[config.mk]
export PLATFORM = sky130hd
export DESIGN_NAME = ci_vector_driver
export DESIGN_NICKNAME = d
export VERILOG_FILES = /design/src/rtl/ci_vector_driver.sv
export SDC_FILE = /design/constraint.sdc
export NUM_CORES = 1
export LEC_CHECK = 0
export BUFFER_PORTS_ARGS = -buffer_cell sky130_fd_sc_hd__buf_2
export CORE_ASPECT_RATIO = 1.5
export CORE_MARGIN = 2
export CORE_UTILIZATION = 45
export CTS_CLUSTER_SIZE = 8
export DETAILED_ROUTE_END_ITERATION = 7
export PLACE_DENSITY = 0.87
export RECOVER_POWER = 100
export SYNTH_ARGS = -nofsm -noshare
export SYNTH_HDL_FRONTEND = slang
export SYNTH_SLANG_ARGS = --single-unit
[constraint.sdc]
create_clock -name clock -period 2.1 [get_ports clock]
set_input_delay 0.315 -clock clock [delete_from_list [all_inputs] [get_ports clock]]
set_output_delay 0.315 -clock clock [all_outputs]
set_load 0.02 [all_outputs]
[src/rtl/ci_vector_driver.sv]
// ci_vector_driver
//   Synthesizable stimulus source for CI benches. It plays a fixed,
//   parameter-packed sequence of WIDTH-bit vectors into a DUT over a
//   valid/ready handshake. It also publishes the index of the vector on
//   offer so that a checker can line up DUT outputs against the same step.
//
//   Optional build macro: CI_VECTOR_DRIVER_LOOP_EN
//     undefined : single pass. done stays high until the next start or reset.
//     defined   : the sequence repeats with no gap after the last vector.
//                 done pulses for one cycle per completed pass.
//
// Ports
//   clock      in   1      system clock
//   reset      in   1      synchronous, active-high reset
//   start      in   1      run request, sampled only in IDLE or DONE
//   out_data   out  WIDTH  current vector
//   out_valid  out  1      out_data is valid
//   out_ready  in   1      sink accepts out_data this cycle
//   step       out  32     index of the vector on offer / last completed
//   busy       out  1      high while waiting or driving
//   done       out  1      high once the last vector has been accepted
module ci_vector_driver #(
    parameter int                     WIDTH       = 8,
    parameter int                     DEPTH       = 4,
    parameter int                     START_DELAY = 16,
    parameter logic [WIDTH*DEPTH-1:0] VECTORS     = {8'd4, 8'd3, 8'd2, 8'd1}
) (
    input  logic             clock,
    input  logic             reset,
    input  logic             start,
    output logic [WIDTH-1:0] out_data,
    output logic             out_valid,
    input  logic             out_ready,
    output logic [31:0]      step,
    output logic             busy,
    output logic             done
);

    localparam int IDX_W = (DEPTH > 1) ? $clog2(DEPTH) : 1;
    localparam int CNT_W = (START_DELAY > 1) ? $clog2(START_DELAY) : 1;

    localparam logic [IDX_W-1:0] LAST_IDX = IDX_W'(DEPTH - 1);
    localparam logic [CNT_W-1:0] CNT_LAST = CNT_W'((START_DELAY > 0) ? START_DELAY - 1 : 0);

    typedef enum logic [1:0] {
        ST_IDLE  = 2'd0,
        ST_WAIT  = 2'd1,
        ST_DRIVE = 2'd2,
        ST_DONE  = 2'd3
    } state_t;

    state_t           state_q, state_d;
    logic [CNT_W-1:0] cnt_q, cnt_d;
    logic [IDX_W-1:0] step_q, step_d;
    logic [WIDTH-1:0] data_q, data_d;
    logic             valid_q, valid_d;
    logic             busy_q, busy_d;
    logic             done_q, done_d;
    logic             pass_end;
    logic [IDX_W-1:0] step_nxt;

    // Unpack the vector table; index 0 lives in the LSBs of VECTORS.
    logic [WIDTH-1:0] vec_mem [DEPTH];
    for (genvar gi = 0; gi < DEPTH; gi++) begin : g_vec
        assign vec_mem[gi] = VECTORS[gi*WIDTH +: WIDTH];
    end

    assign step_nxt = step_q + IDX_W'(1);

    always_ff @(posedge clock) begin
        if (reset) begin
            state_q <= ST_IDLE;
            cnt_q   <= '0;
            step_q  <= '0;
            data_q  <= '0;
            valid_q <= 1'b0;
            busy_q  <= 1'b0;
            done_q  <= 1'b0;
        end else begin
            state_q <= state_d;
            cnt_q   <= cnt_d;
            step_q  <= step_d;
            data_q  <= data_d;
            valid_q <= valid_d;
            busy_q  <= busy_d;
            done_q  <= done_d;
        end
    end

    always_comb begin
        state_d  = state_q;
        cnt_d    = cnt_q;
        step_d   = step_q;
        data_d   = data_q;
        valid_d  = valid_q;
        pass_end = 1'b0;

        case (state_q)
            ST_IDLE, ST_DONE: begin
                if (start) begin
                    cnt_d = '0;
                    if (START_DELAY == 0) begin
                        // No settle time requested: offer vector 0 right away.
                        state_d = ST_DRIVE;
                        valid_d = 1'b1;
                        data_d  = vec_mem[0];
                        step_d  = '0;
                    end else begin
                        state_d = ST_WAIT;
                    end
                end
            end

            ST_WAIT: begin
                if (cnt_q == CNT_LAST) begin
                    state_d = ST_DRIVE;
                    valid_d = 1'b1;
                    data_d  = vec_mem[0];
                    step_d  = '0;
                end else begin
                    cnt_d = cnt_q + CNT_W'(1);
                end
            end

            ST_DRIVE: begin
                // Without a transfer everything holds, keeping data/step stable.
                if (valid_q && out_ready) begin
                    if (step_q == LAST_IDX) begin
                        pass_end = 1'b1;
`ifdef CI_VECTOR_DRIVER_LOOP_EN
                        step_d  = '0;
                        data_d  = vec_mem[0];
`else
                        state_d = ST_DONE;
                        valid_d = 1'b0;
`endif
                    end else begin
                        step_d = step_nxt;
                        data_d = vec_mem[step_nxt];
                    end
                end
            end

            default: begin
                state_d = ST_IDLE;
                valid_d = 1'b0;
            end
        endcase

        busy_d = (state_d == ST_WAIT) || (state_d == ST_DRIVE);
`ifdef CI_VECTOR_DRIVER_LOOP_EN
        done_d = pass_end;
`else
        done_d = (state_d == ST_DONE);
`endif
    end

    assign out_data  = data_q;
    assign out_valid = valid_q;
    assign step      = {{(32-IDX_W){1'b0}}, step_q};
    assign busy      = busy_q;
    assign done      = done_q;

endmodule

Yosys cells after proc, flatten, opt, wreduce, memory -nomap -nowiden. Cells that the tools add are included.

Shifts and indexed selects: 0. Multipliers: 0. Eq/ne operators: 14. Divide/modulo/power cells: 0. Order comparisons: 1. Bitwise operators: 1. Mux-type cells: 23. Reduce and logical (&&, ||, !) cells: 9. $add $sub $neg: 2.

Operators with widths (count): 8-bit two-way mux (5); 8-bit binary-select mux with 2-bit select (1); 8-bit one-hot mux with 2 select lines (1); 2-bit two-way mux (7); 2-bit inequality test, second input constant (6); 2-bit == test, second input constant (5); 4-bit two-way mux (2); 4-bit one-hot mux with 2 select lines (1); 4-bit AND reduction (2); 2-bit one-hot mux with 3 select lines (1); 4-bit by 1-bit adder with 4-bit output, second input constant (1); 2-bit by 1-bit == test with 1-bit output, second input constant (2); 4-bit == test, second input constant (1); 2-bit one-hot mux with 2 select lines (1); 2-bit nonzero test (2); 3-bit >= comparator, second input constant (1); 1-bit two-way mux (3); 2-bit inverter with 3-bit output (1); 3-bit AND reduction (1); 2-bit by 1-bit adder with 2-bit output, second input constant (1); 2-bit logical NOT (1); 1-bit one-hot mux with 2 select lines (1); 2-bit OR reduction (1); 1-bit logical AND (1); 1-bit logical OR (1).

Memory bits (read-only): 0. Word-level logic and storage cells: 57. Memories kept: 0. Bits in writable memories: 0. Bits in latches: 0. Output and inout bits: 43. Register bits after elaboration: 19.

Depth between registers and ports, before layout.
Word-level depth: 8. Gate-level depth with buffers: 8. Depth with buffers taken out: 7.

Least setup slack after synthesis. No wires, ideal clock.

Path type: reg2reg. From: register step_q[0]. To: register busy_q (netlist: busy). Arrival: 1.592 ns. Setup slack: 0.395 ns. Period minus slack after synthesis: 1.705 ns. Setup time: 0.114 ns. Buffers on the path: 0. Cell stages (with the launch flop): 7. Cell sequence: dfxtp_1 > ha_1 > nand3_1 > or3b_1 > nand4_1 > ha_1 > nor2b_1.

Cells in the longest elaborated chain, start to end: 6. Elaborated cells on any way between the ends: 7.

Ends and longest elaborated chain: start: declaration (line 54) `logic [IDX_W-1:0] step_q, step_d;`; start signal: assignment (line 82) `step_q <= step_d;`; 2-bit == test (*) (line 128) `if (step_q == LAST_IDX) begin`; 2-bit two-way mux (*) (line 128); 2-bit two-way mux (*) (line 127) `if (valid_q && out_ready) begin`; 2-bit one-hot mux with 3 select lines (*) (line 98) `case (state_q)`; 2-bit by 1-bit == test with 1-bit output / 2-bit == test (equally long branches) (line 150) `busy_d = (state_d == ST_WAIT) || (state_d == ST_DRIVE);`; 1-bit logical OR (*) (line 150); named net busy_d (line 57) `logic busy_q, busy_d;`; end signal: assignment (line 85) `busy_q <= busy_d;`; end: declaration (line 57).

The timed path passes the listed nets; every way through them passes the cells marked *. A chain may end at the register's enable or synchronous reset.

Worst setup path after layout.
From: register state_q[0]. To: register busy_q (netlist: busy).

Cells in the longest elaborated chain, start to end: 5. Elaborated cells on any way between the ends: 13.

Ends and longest elaborated chain: start: declaration (line 52) `state_t state_q, state_d;`; start signal: assignment (line 80) `state_q <= state_d;`; 2-bit == test (tied with other cells) (line 98); 2-bit OR reduction / 2-bit two-way mux (equally long branches) (line 98, 127); 2-bit one-hot mux with 3 select lines (*) (line 98); 2-bit by 1-bit == test with 1-bit output / 2-bit == test (equally long branches) (line 150); 1-bit logical OR (*) (line 150); named net busy_d (line 57).

Marked as above.

==> metrics.md <==
| Metric | Value |
|---|---|
| DR vias | `781` |
| Initial antenna violation count | `0` |
| CP max stage delay | `0.39 ns` |
| Min-delay src | `reset` |
| Die W | `44.1 um` |
| Asr flop ratio synth | `0` |
| Crit Path Class | `reg -> reg` |
| CP max stage cell | `or3b_1` |
| Longest Clk Path Bufs | `2` |
| Nets | `144` |
| First DRT Iteration DRCs | `14` |
| Crit path max fanout | `9` |
| Worst skew pair latency | `0.28 ns` |
| Fin. Hold Viols | `0` |
| Finished Cell Area | `1010 um2` |
| Clock sink count | `14` |
| Die area | `2830 um2` |
| Fin crit share | `0.883` |
| First-pass GRT wire length | `2820 um` |
| Area grow syn2layout | `-7.15%` |
| Crit-path cells | `inv_1, ha_1, nand3_1, or3b_1, nand4_1, ha_1, nor2b_1` |
| Fin crit period | `1.85 ns` |
| Mapped Cells | `122` |
| Ports | `47` |
| Total power | `0.000559 W` |
| Unrepaired setup endpoints after global routing | `no` |
| Avg Cell Area, Syn | `8.89 um2` |
| Worst Clk Skew | `0.00439 ns` |
| # resized after CTS | `0` |
| Outcome | `finished clean` |
| Largest net degree at the start of global routing | `20` |
| PortBufs | `11` |
| Maximum VDD drop | `0.000248 V` |
| Layout Utilization | `0.446` |
| Crit path capture type | `register` |
| FILL cells | `246` |
| Antenna diodes | `0` |
| PD cells | `555 nW/um2` |
| Max Cap Viol | `0` |
| R2R depth | `7` |
| Area after DPL | `1000 um2` |
| CP arrival | `2.02 ns` |
| Die Y-Extent | `64.1 um` |
| Hold WC Path Type | `in -> reg` |
| Seq cells post-synth | `14` |
| Vias in the first global route | `674` |
| Vias per cell | `5.04` |
| Num CTS Buffers | `3` |
| CP required | `2.27 ns` |
| Mapped Area | `1080 um2` |
| Critical register-to-register path startpoint | `state_q[0]$_SDFF_PP0_` |
| Initial Util | `0.480` |
| Hold endpoint | `done$_SDFF_PP0_` |
| Final setup viols | `0` |
| Flop2flop setup slack | `0.25 ns` |
| Delay-heaviest family, CP | `simple AND/OR/NAND/NOR gates` |
| Share of layout cells above drive strength 1 | `0.0758` |
| Placer Congestion | `0.732` |
| EDFF count, synth | `0` |
| Area contributors post-synth | `dfxtp_1 (26%), buf_4 (25%), ha_1 (6.9%), mux2i_1 (4.6%), nand2b_1 (4.0%)` |
| Clock slew at reported path FFs | `0.09 ns` |
| Fmax | `540 MHz` |
| CTS tree | `built` |
| Worst-Margin Slew | `0.598 ns` |
| CTS root buf | `clkbuf_4` |
| RR Endpoint | `busy$_SDFF_PP0_` |
| Lkg Pwr | `0.417 nW` |
| DR DRC count | `0` |
| Routed length per instance | `11.9 um` |
| H-tree level count | `1` |
| Post-Route Setup TNS | `0 ns` |
| Sequential area share after synthesis | `0.258` |
| Final Max Slew Viols | `0` |
| Post CTS Setup Buffer Count | `0` |
| Number of library cell types mapped by synthesis | `34` |
| Top cell by count, worst path | `ha_1` |
| Final worst slack | `0.247 ns` |
| Hold Path Depth | `2` |
| FP Rows | `21` |
| Biggest area consumer among synthesized cells | `dfxtp_1` |
| Syn. warnings | `0` |
| Post-route ant nets | `0` |
| CTS Hold Bufs | `0` |
| Core region area | `2260 um2` |
| WL final | `1850 um` |
| Place WS | `0.258 ns` |
| Gr usage total | `0.129` |
| Rel. slew slack | `0.601` |
| Top-area cell type share of the netlist area | `0.258` |
| Worst setup SP type | `register` |
| Global route total overflow | `0` |
| Crit path buffers/inverters | `1` |
| 1st-pass router iterations | `4` |
| Dpl hpwl | `1400 um` |
| Top FF cell, synth | `dfxtp_1` |
-- metal layers --
| metal | global-route usage | routed length [um] |
|---|---|---|
| met5 | 0 | 0 |
| met4 | 0.0758 | 31 |
| met3 | 0.0169 | 87 |
| met2 | 0.239 | 1060 |
| met1 | 0.130 | 670 |
-- power by group --
part	leakage (nW)	switching (W)	internal, W
Clock	0.0138	0.0000883	0.0000666
Combinational	0.290	0.0000989	0.0000267
Sequential	0.114	0.00000533	0.000273
-- layout by cell type, fill, tap and decap left out, types with 4 or more instances in the layout --
cell and n:
dfxtp_1 14, clkbuf_1 9, a21oi_1 4, ha_1 6, o21ai_0 5, mux2i_1 5
nand2b_1 7, conb_1 35, inv_1 5
-- registers in the layout, summed over array words and instances (netlist names) --
signal     count
busy           1
step_q         2
cnt_q          4
state_q        2
out_valid      1
out_data       3
done           1
-- worst max-delay path by stage --
stage	from	end	slack (ns)	cells past startpoint
after floorplan	step_q[0]$_SDFFE_PP0P_	busy$_SDFF_PP0_	0.39	6
after global routing	state_q[0]$_SDFF_PP0_	busy$_SDFF_PP0_	0.10	7
after detailed placement	state_q[0]$_SDFF_PP0_	busy$_SDFF_PP0_	0.26	7
final	state_q[0]$_SDFF_PP0_	busy$_SDFF_PP0_	0.25	7
after CTS	state_q[0]$_SDFF_PP0_	busy$_SDFF_PP0_	0.24	7
after global placement	state_q[0]$_SDFF_PP0_	busy$_SDFF_PP0_	0.35	7
-- final cells by class --
type	count	area (um2)	area share
inverters	5	18.8	0.0186
multi-input cells	98	608	0.604
well taps	23	28.8	0.0286
flip-flops and latches	14	280	0.278
clock buffers	3	22.5	0.0224
repair buffers	12	48.8	0.0484
-- cells in the mapped netlist (all sizes together), types with 2 or more instances --
library cell	instances
nand2b	8
clkbuf	2
nand4	3
mux2i	5
a211oi	3
or3	3
nand2	3
a21oi	4
ha	6
buf	37
nand3b	2
nor2b	3
nand3	3
inv	5
nand4b	3
o21ai	5
dfxtp	14
-- cell families after synthesis --
family          count (synthesis)  share of synthesized area
mux                             5                     0.0461
fa+ha+maj                       6                     0.0692
simple gates                   32                      0.201
flops                          14                      0.258
other cells                     1                    0.00346
compound gates                 19                      0.120
xor+xnor                        1                    0.00808
buf+inv                        44                      0.294
-- through the flow --
stage / hold WS (ns) / instances
after floorplan: 0.459 / 156
after global placement: 0.451 / 152
after detailed placement: 0.444 / 152
after CTS: 0.396 / 155
after global routing: 0.439 / 155
final: 0.395 / 155
Note: power is estimated with default switching activity, not from simulation.
